$ cat src/rtl/muldiv_16bit.sv
// ============================================================================
// muldiv_16bit
//   Iterative unsigned multiply / divide unit for the execute stage.
//   Multiplication is shift-add and division is restoring division. Each one
//   resolves one bit per clock, so an operation takes WIDTH cycles. A divide
//   or remainder with a zero divisor finishes in one cycle and raises a flag.
//   The registered result feeds the writeback select mux. Control holds the
//   PC while o_busy is high.
//
// Ports
//   i_clk          rising-edge clock
//   i_rst_n        asynchronous active-low reset
//   i_start        request, sampled only while o_busy = 0
//   i_op           00 MUL low, 01 MUL high, 10 DIV quotient, 11 REM remainder
//   i_a            multiplicand / dividend
//   i_b            multiplier / divisor
//   o_busy         operation in progress
//   o_done         one-cycle pulse, result valid
//   o_result       selected result, held until the next completion
//   o_div_by_zero  last DIV/REM had a zero divisor, held with the result
//
// State table
//   state  | meaning
//   S_IDLE | waiting for i_start
//   S_RUN  | iterating, r_cnt counts 0..WIDTH-1
//   S_ZDIV | DIV/REM with zero divisor, finish on the next edge
//   S_DONE | as S_IDLE, with o_done high for this one cycle
// ============================================================================
module muldiv_16bit #(
    parameter int WIDTH = 16
) (
    input  logic             i_clk,
    input  logic             i_rst_n,
    input  logic             i_start,
    input  logic [1:0]       i_op,
    input  logic [WIDTH-1:0] i_a,
    input  logic [WIDTH-1:0] i_b,
    output logic             o_busy,
    output logic             o_done,
    output logic [WIDTH-1:0] o_result,
    output logic             o_div_by_zero
);

    localparam int            CW   = (WIDTH > 1) ? $clog2(WIDTH) : 1;
    localparam logic [CW-1:0] LAST = CW'(WIDTH - 1);

    localparam logic [1:0] OP_MULL = 2'b00;
    localparam logic [1:0] OP_MULH = 2'b01;
    localparam logic [1:0] OP_DIV  = 2'b10;
    localparam logic [1:0] OP_REM  = 2'b11;

    typedef enum logic [1:0] {
        S_IDLE = 2'b00,
        S_RUN  = 2'b01,
        S_ZDIV = 2'b10,
        S_DONE = 2'b11
    } state_t;

    state_t             r_state;
    logic [CW-1:0]      r_cnt;
    logic [1:0]         r_op;
    logic [WIDTH-1:0]   r_a;        // multiplicand, also the dividend returned by a REM with zero divisor
    logic [WIDTH-1:0]   r_b;        // divisor
    logic [2*WIDTH-1:0] r_prod;     // {partial product, remaining multiplier bits}
    logic [WIDTH-1:0]   r_rem;      // partial remainder, always below the divisor between steps
    logic [WIDTH-1:0]   r_quo;      // dividend bits shift out the top, quotient bits shift in below

    logic               w_accept;
    logic               w_zdiv;
    logic [WIDTH:0]     w_mul_sum;
    logic [2*WIDTH-1:0] w_prod_next;
    logic [WIDTH:0]     w_rem_shift;
    logic [WIDTH-1:0]   w_trial;
    logic               w_q_bit;
    logic [WIDTH-1:0]   w_rem_next;
    logic [WIDTH-1:0]   w_quo_next;
    logic [WIDTH-1:0]   w_final;

    assign w_accept = i_start && ((r_state == S_IDLE) || (r_state == S_DONE));
    assign w_zdiv   = i_op[1] && (i_b == '0);

    // Shift-add step. Add the multiplicand into the upper half when the
    // current multiplier bit is set. Then shift the full 33-bit value
    // (carry included) right by one.
    always_comb begin
        w_mul_sum   = {1'b0, r_prod[2*WIDTH-1:WIDTH]};
        if (r_prod[0]) begin
            w_mul_sum = {1'b0, r_prod[2*WIDTH-1:WIDTH]} + {1'b0, r_a};
        end
        w_prod_next = {w_mul_sum, r_prod[WIDTH-1:1]};
    end

    // Restoring division step on the 17-bit shifted partial remainder. When
    // the trial subtraction succeeds, the difference is below the divisor.
    // So the low WIDTH bits of the subtraction are the exact new remainder.
    always_comb begin
        w_rem_shift = {r_rem, r_quo[WIDTH-1]};
        w_q_bit     = (w_rem_shift >= {1'b0, r_b});
        w_trial     = w_rem_shift[WIDTH-1:0] - r_b;
        w_rem_next  = w_q_bit ? w_trial : w_rem_shift[WIDTH-1:0];
        w_quo_next  = {r_quo[WIDTH-2:0], w_q_bit};
    end

    always_comb begin
        w_final = '0;
        case (r_op)
            OP_MULL: w_final = w_prod_next[WIDTH-1:0];
            OP_MULH: w_final = w_prod_next[2*WIDTH-1:WIDTH];
            OP_DIV:  w_final = w_quo_next;
            OP_REM:  w_final = w_rem_next;
            default: w_final = '0;
        endcase
    end

    always_ff @(posedge i_clk or negedge i_rst_n) begin
        if (!i_rst_n) begin
            r_state       <= S_IDLE;
            r_cnt         <= '0;
            r_op          <= '0;
            r_a           <= '0;
            r_b           <= '0;
            r_prod        <= '0;
            r_rem         <= '0;
            r_quo         <= '0;
            o_busy        <= 1'b0;
            o_done        <= 1'b0;
            o_result      <= '0;
            o_div_by_zero <= 1'b0;
        end else begin
            case (r_state)
                S_IDLE, S_DONE: begin
                    o_done <= 1'b0;
                    if (w_accept) begin
                        r_op          <= i_op;
                        r_a           <= i_a;
                        r_b           <= i_b;
                        r_prod        <= {{WIDTH{1'b0}}, i_b};
                        r_rem         <= '0;
                        r_quo         <= i_a;
                        r_cnt         <= '0;
                        o_busy        <= 1'b1;
                        o_div_by_zero <= 1'b0;
                        r_state       <= w_zdiv ? S_ZDIV : S_RUN;
                    end else begin
                        r_state <= S_IDLE;
                    end
                end

                S_RUN: begin
                    r_prod <= w_prod_next;
                    r_rem  <= w_rem_next;
                    r_quo  <= w_quo_next;
                    if (r_cnt == LAST) begin
                        o_result <= w_final;
                        o_done   <= 1'b1;
                        o_busy   <= 1'b0;
                        r_state  <= S_DONE;
                    end else begin
                        r_cnt <= r_cnt + CW'(1);
                    end
                end

                S_ZDIV: begin
                    o_result      <= r_op[0] ? r_a : {WIDTH{1'b1}};
                    o_div_by_zero <= 1'b1;
                    o_done        <= 1'b1;
                    o_busy        <= 1'b0;
                    r_state       <= S_DONE;
                end

                default: begin
                    r_state <= S_IDLE;
                    o_busy  <= 1'b0;
                    o_done  <= 1'b0;
                end
            endcase
        end
    end

endmodule
$ cat config.mk
export PLATFORM = sky130hd
export DESIGN_NAME = muldiv_16bit
export DESIGN_NICKNAME = d
export VERILOG_FILES = /design/src/rtl/muldiv_16bit.sv
export SDC_FILE = /design/constraint.sdc
export NUM_CORES = 1
export LEC_CHECK = 0
export ABC_AREA = 1
export BUFFER_PORTS_ARGS = -buffer_cell sky130_fd_sc_hd__buf_2
export CAP_MARGIN = 20
export CORE_MARGIN = 2
export CORE_UTILIZATION = 45
export CTS_CLUSTER_SIZE = 24
export DETAILED_ROUTE_END_ITERATION = 10
export SYNTH_ARGS = -nofsm -noshare
export SYNTH_HDL_FRONTEND = slang
export SYNTH_SLANG_ARGS = --single-unit
$ cat constraint.sdc
create_clock -name i_clk -period 4.8 [get_ports i_clk]
set_input_delay 0.24 -clock i_clk [delete_from_list [all_inputs] [get_ports i_clk]]
set_output_delay 0.24 -clock i_clk [all_outputs]
set_load 0.05 [all_outputs]
== Yosys cells after proc, flatten, opt, wreduce, memory -nomap -nowiden ==
Index checks and enable logic that the tools add are counted.
Widths: inputs -> output; s select.

* Bits in registers: 123
* Input bits: 37
* Output and inout port bits: 19
* Logic and storage cells: 68

* Add/sub/neg operators: 3
* Order comparisons: 1
* Eq/ne operators: 10
* Multiplexer cells: 26
* Reduce and logical (&&, ||, !) cells: 16

{| class="wikitable"
|+ Operators by type and width
! cell !! number
|-
| $pmux 16 s2 || 3
|-
| $mux 16 || 5
|-
| $pmux 16 s4 || 1
|-
| $pmux 32 s2 || 1
|-
| $mux 32 || 1
|-
| $add 16x16->17 || 1
|-
| $ge 17x16->1 || 1
|-
| $mux 17 || 1
|-
| $logic_not 16->1 || 1
|-
| $sub 16x16->16 || 1
|-
| $reduce_and 2->1 || 5
|-
| $eq 2x2->1 const B || 4
|-
| $mux 4 || 2
|-
| $pmux 4 s2 || 1
|-
| $mux 2 || 3
|-
| $ne 2x2->1 const B || 3
|-
| $pmux 1 s3 || 2
|-
| $pmux 2 s3 || 1
|-
| $reduce_bool 2->1 || 3
|-
| $add 4x1->4 const B || 1
|-
| $eq 2x1->1 const B || 2
|-
| $eq 4x4->1 const B || 1
|-
| $logic_not 2->1 || 2
|-
| $mux 1 || 4
|-
| 5 further kinds || 6
|}

== Depth between registers and ports, before layout ==
* Depth after elaboration: 5
* Depth in mapped cells: 19
* Gate-level depth less buffers: 18

== Worst setup path after synthesis ==
Ideal clock, no wire load.

* Kind: register to register
* Start: reg r_quo[15]
* End: reg o_result[8]
* Setup time: 0.118 ns
* Arrival: 1.902 ns
* Required time: 4.682 ns
* Slack: 2.780 ns
* Cell stages (with the launch flop): 18
* Path buffers: 0
* Period minus slack after synthesis: 2.020 ns
* Path through: dfrtp_1 > inv_1 > ha_1 > inv_1 > fa_1 > nand3_1 > nand3_1 > nand2_1 > nand2_1 > xor2_1 > nand2_1 > o21ai_0 > nand2_1 > nand3_1 > nand2_1 > nand2_1 > nand2_1 > nand2_1

* Cells in the longest elaborated chain, start to end: 5
* Elaborated cells between the ends (all ways): 6
* Classes of those cells: add/sub: 1; order compare: 1; mux: 4

{| class="wikitable"
|+ Ends and longest elaborated chain
! element !! RTL line !! RTL
|-
| from (decl) || 66 || <nowiki>logic [WIDTH-1:0] r_quo;</nowiki>
|-
| from (signal assigned) || 139 || <nowiki>r_quo <= i_a;</nowiki>
|-
| from (signal assigned) || 152 || <nowiki>r_quo <= w_quo_next;</nowiki>
|-
| $sub 16x16->16 / $ge 17x16->1 (equally long branches) || 99, 98 ||
|-
| $mux 16 (*) || 100 || <nowiki>w_rem_next = w_q_bit ? w_trial : w_rem_shift[WIDTH-1:0];</nowiki>
|-
| $pmux 16 s4 (*) || 106 || <nowiki>case (r_op)</nowiki>
|-
| $mux 16 (*) || 153 || <nowiki>if (r_cnt == LAST) begin</nowiki>
|-
| $pmux 16 s2 (*) || 130 || <nowiki>case (r_state)</nowiki>
|-
| to (signal assigned) || 154 || <nowiki>o_result <= w_final;</nowiki>
|-
| to (signal assigned) || 164 || <nowiki>o_result <= r_op[0] ? r_a : {WIDTH{1'b1}};</nowiki>
|-
| to (decl) || 40 || <nowiki>output logic [WIDTH-1:0] o_result,</nowiki>
|}

Every way passes the cells marked *; elsewhere a longest branch is shown, timed or not. The select of a mux whose other input is x is not followed.
A chain may end at the register's enable or synchronous reset.

== Final worst setup path ==
* Start: reg r_b[10]
* End: reg o_result[4]

* Cells in the longest elaborated chain, start to end: 5

{| class="wikitable"
|+ Ends and longest elaborated chain
! element !! RTL line !! RTL
|-
| from (decl) || 63 || <nowiki>logic [WIDTH-1:0] r_b;</nowiki>
|-
| from (signal assigned) || 136 || <nowiki>r_b <= i_b;</nowiki>
|-
| $ge 17x16->1 || 98 || <nowiki>w_q_bit = (w_rem_shift >= {1'b0, r_b});</nowiki>
|-
| $mux 16 || 100 ||
|-
| $pmux 16 s4 || 106 ||
|-
| $mux 16 || 153 ||
|-
| $pmux 16 s2 || 130 ||
|}

Every way passes these cells. The select of a mux whose other input is x is not followed.

==> impl_metrics.ini <==
[run_status]
status = completed

[flow_run]
maxCapViolCount = 0

[clock_network]
clock-sinks = 123
cts-resized-gates = 0
cts_hold_buf = 1
htree_num_levels = 4
cts_tree = built
cts_buffers = 17
clk_path_buf_depth = 2
root_buffer = clkbuf_16
path_clk_slew_ns = 0.06
clock_latency_ns = 0.42
cts_setup_buffers = 0

[synth]
synth_cell_types = 43
synthFlopType = dfrtp_1
ys_ff_latch = 123
synth_top_family_by_area = simple AND/OR/NAND/NOR gates
syn_area_per_cell_sq_um = 6.90
syn_nets = 1233
synth_edf_count = 0
synthXorXnorAreaFrac_pct = 1.31
synth_warnings = 0
async_reset_ff_share_pct = 100
syn-cell-area_sq_um = 8000
synthSimpleGateAreaFrac_pct = 32.0
syn_inst = 1159
seq_area_frac_synth_pct = 38.5
synth_compound_area_share_pct = 12.7
synth_fa_ha_area_share_pct = 5.98
synth.area.mux_share_pct = 0

[floorplanning]
dieWidth_um = 137
coreArea_sq_um = 17400
die_h_um = 137
rows = 48
initial_core_util_pct = 46.1
ios = 56
dieArea_sq_um = 18900

[worst_setup_path]
cp_max_fo = 27
rrSetupSlack_ns = 2.09
max_stage_delay_ns = 0.43
r2r_cells = 16
cp-end-kind = register
crit_path_cell_trace = inv_1, ha_1, nand2_1, nand2_1, nand2_1, nand2_1, nand2_1, nand2_1, nor2_4, nand2_8, o21ai_0, nor2_1, o21ai_0, nand2_1, nand2_1, nand2_1
path_class = register to register
slowest_stage = dfrtp_1
arrival_ns = 3.02
crit_top_cell = nand2_1
critPathLaunchType = register
cp.required_ns = 5.11

[timing]
finalCriticalPeriod_ns = 2.71
tightest_slew_ns = 0.960
grt_setup_unrepaired = no
fin_setup_tns_ns = 0
clock_skew_ns = 0.00844
worst_slack_ns = 2.09
period_share_pct = 56.4
max-slew-margin-rel_pct = 35.9
drv_slew = 0
max_freq_mhz = 370
setup_viol = 0
hold_viol = 0

[cells_and_area]
nets = 1276
fin_area_sq_um = 9030
utilization_pct = 52.0
num-fill-cells = 1762
num_antenna_cells = 0
areaGrowthSynthToFinish_pct = 12.9
drive_gt1_share_pct = 10.0

[global_route]
grt_pass1_vias = 7130
grt-ovfl-total = 0
grt_pass1_wl_um = 38800
grt_max_degree = 79
grt_usage_pct = 27.4
antenna_found_initial = 0

[placement]
dp_worst_setup_slack_ns = 2.07
hpwl_um = 18600
portBuffers = 55
place_area_sq_um = 8430
routabilityCongestion = 0.907

[drt]
drt_first_pass_iters = 7
highest_layer = met4
wl_per_cell_um = 17.0
route.met2.wl_um = 10900
postRouteAntennaNets = 0
vias = 7625
vias_per_cell = 5.30
met1Wirelength_um = 11800
drc = 0
wl_met3_um = 1390
drt_wl_total_um = 24500
drtIter0Drc = 780

[hold_path]
min_path_type = primary input to register
holdPathStages = 3
[worst paths after layout]
kind                              start      endpoint
max                             r_b[10]   o_result[4]
min                              i_a[4]        r_a[4]
max reg2reg                     r_b[10]   o_result[4]
min reg2reg                o_result[10]  o_result[10]
max in group asynchronous       i_rst_n    r_prod[28]
min in group asynchronous       i_rst_n        r_b[4]
[synth_stat cells (2+ instances only)]
cell type	count	area [sq um]
o21ai_0	85	425
dfrtp_1	123	3080
o22ai_1	3	18.8
nor3_1	7	35.0
ha_1	35	438
o211ai_1	14	105
fa_1	2	40.0
xnor2_1	5	43.8
nand2_2	4	25.0
a21oi_1	30	150
nor4_1	2	12.5
nor2_1	82	308
buf_2	5	25.0
buf_1	5	18.8
o21ai_1	7	35.0
a32o_1	5	50.1
nand3_2	4	40.0
o21ai_2	3	26.3
clkinv_1	2	7.51
a31oi_1	18	113
o21bai_1	2	15.0
nand3_1	75	375
nand3b_1	3	22.5
inv_1	149	559
a22oi_1	2	15.0
clkbuf_1	29	109
a22o_1	3	26.3
inv_2	4	15.0
nand2_1	415	1560
nand4_1	13	81.3
nor2_4	4	45.0
xor2_1	7	61.3
nor2_2	2	12.5
[layout make-up]
cell class	count	area (sq um)	share of cell area, %
multi-input cells	840	4160	46.0
flip-flops and latches	123	3080	34.1
inverters	155	582	6.44
clock buffers	19	453	5.01
repair buffers	65	368	4.07
well taps	225	282	3.12
clock inverters	13	116	1.29
[layout by cell type (no fill, tap or decap), drive strengths merged, types with 19 or more instances in the layout]
| master | Yosys | routed |
|---|---|---|
| nand2 | 421 | 421 |
| clkbuf | 29 | 19 |
| a21oi | 31 | 31 |
| nand3 | 79 | 79 |
| o21ai | 95 | 95 |
| nor2 | 88 | 88 |
| dfrtp | 123 | 123 |
| inv | 153 | 155 |
| ha | 35 | 35 |
| buf | 12 | 64 |
[logic make-up (layout without fill, tap and decap cells)]
group,after synthesis,after routing
AOI/OAI and AO/OA,176,176
xor gates and xnor gates,12,12
adders and majority gates,37,37
and+or+nand+nor,615,615
buffers and inverters,196,252
DFF,123,123
[routing by layer]
metal / vias up / track usage [%]
met5: - / 0
met4: 0 / 5.67
met3: 25 / 4.89
met2: 236 / 42.8
met1: 3551 / 39.9
li1: 3813 / -
[state kept, by name, summed over array words and instances, names as in the netlist, 2 cells and up]
register,cells
o_result,16
r_a,16
r_b,16
r_cnt,4
r_op,2
r_prod,32
r_quo,16
r_rem,16
r_state,2
[worst max-delay path, delay by kind of cell (launching register included)]
family / cells / cell delay (ns)
buffers and inverters: 1 / 0.07
adders and majority gates: 1 / 0.36
AOI/OAI and AO/OA: 2 / 0.57
DFF: 1 / 0.43
and+or+nand+nor: 12 / 1.15
[through the flow]
step	hold WS (ns)	std cells
after floorplan	-0.0556	1159
after global placement	0.0658	1406
after detailed placement	0.0679	1406
after CTS	0.0238	1439
after global routing	0.0233	1440
final	0.0291	1440
Power is not shown: default switching activity piles up to over one toggle a cycle in this logic, so the estimate is an artifact.
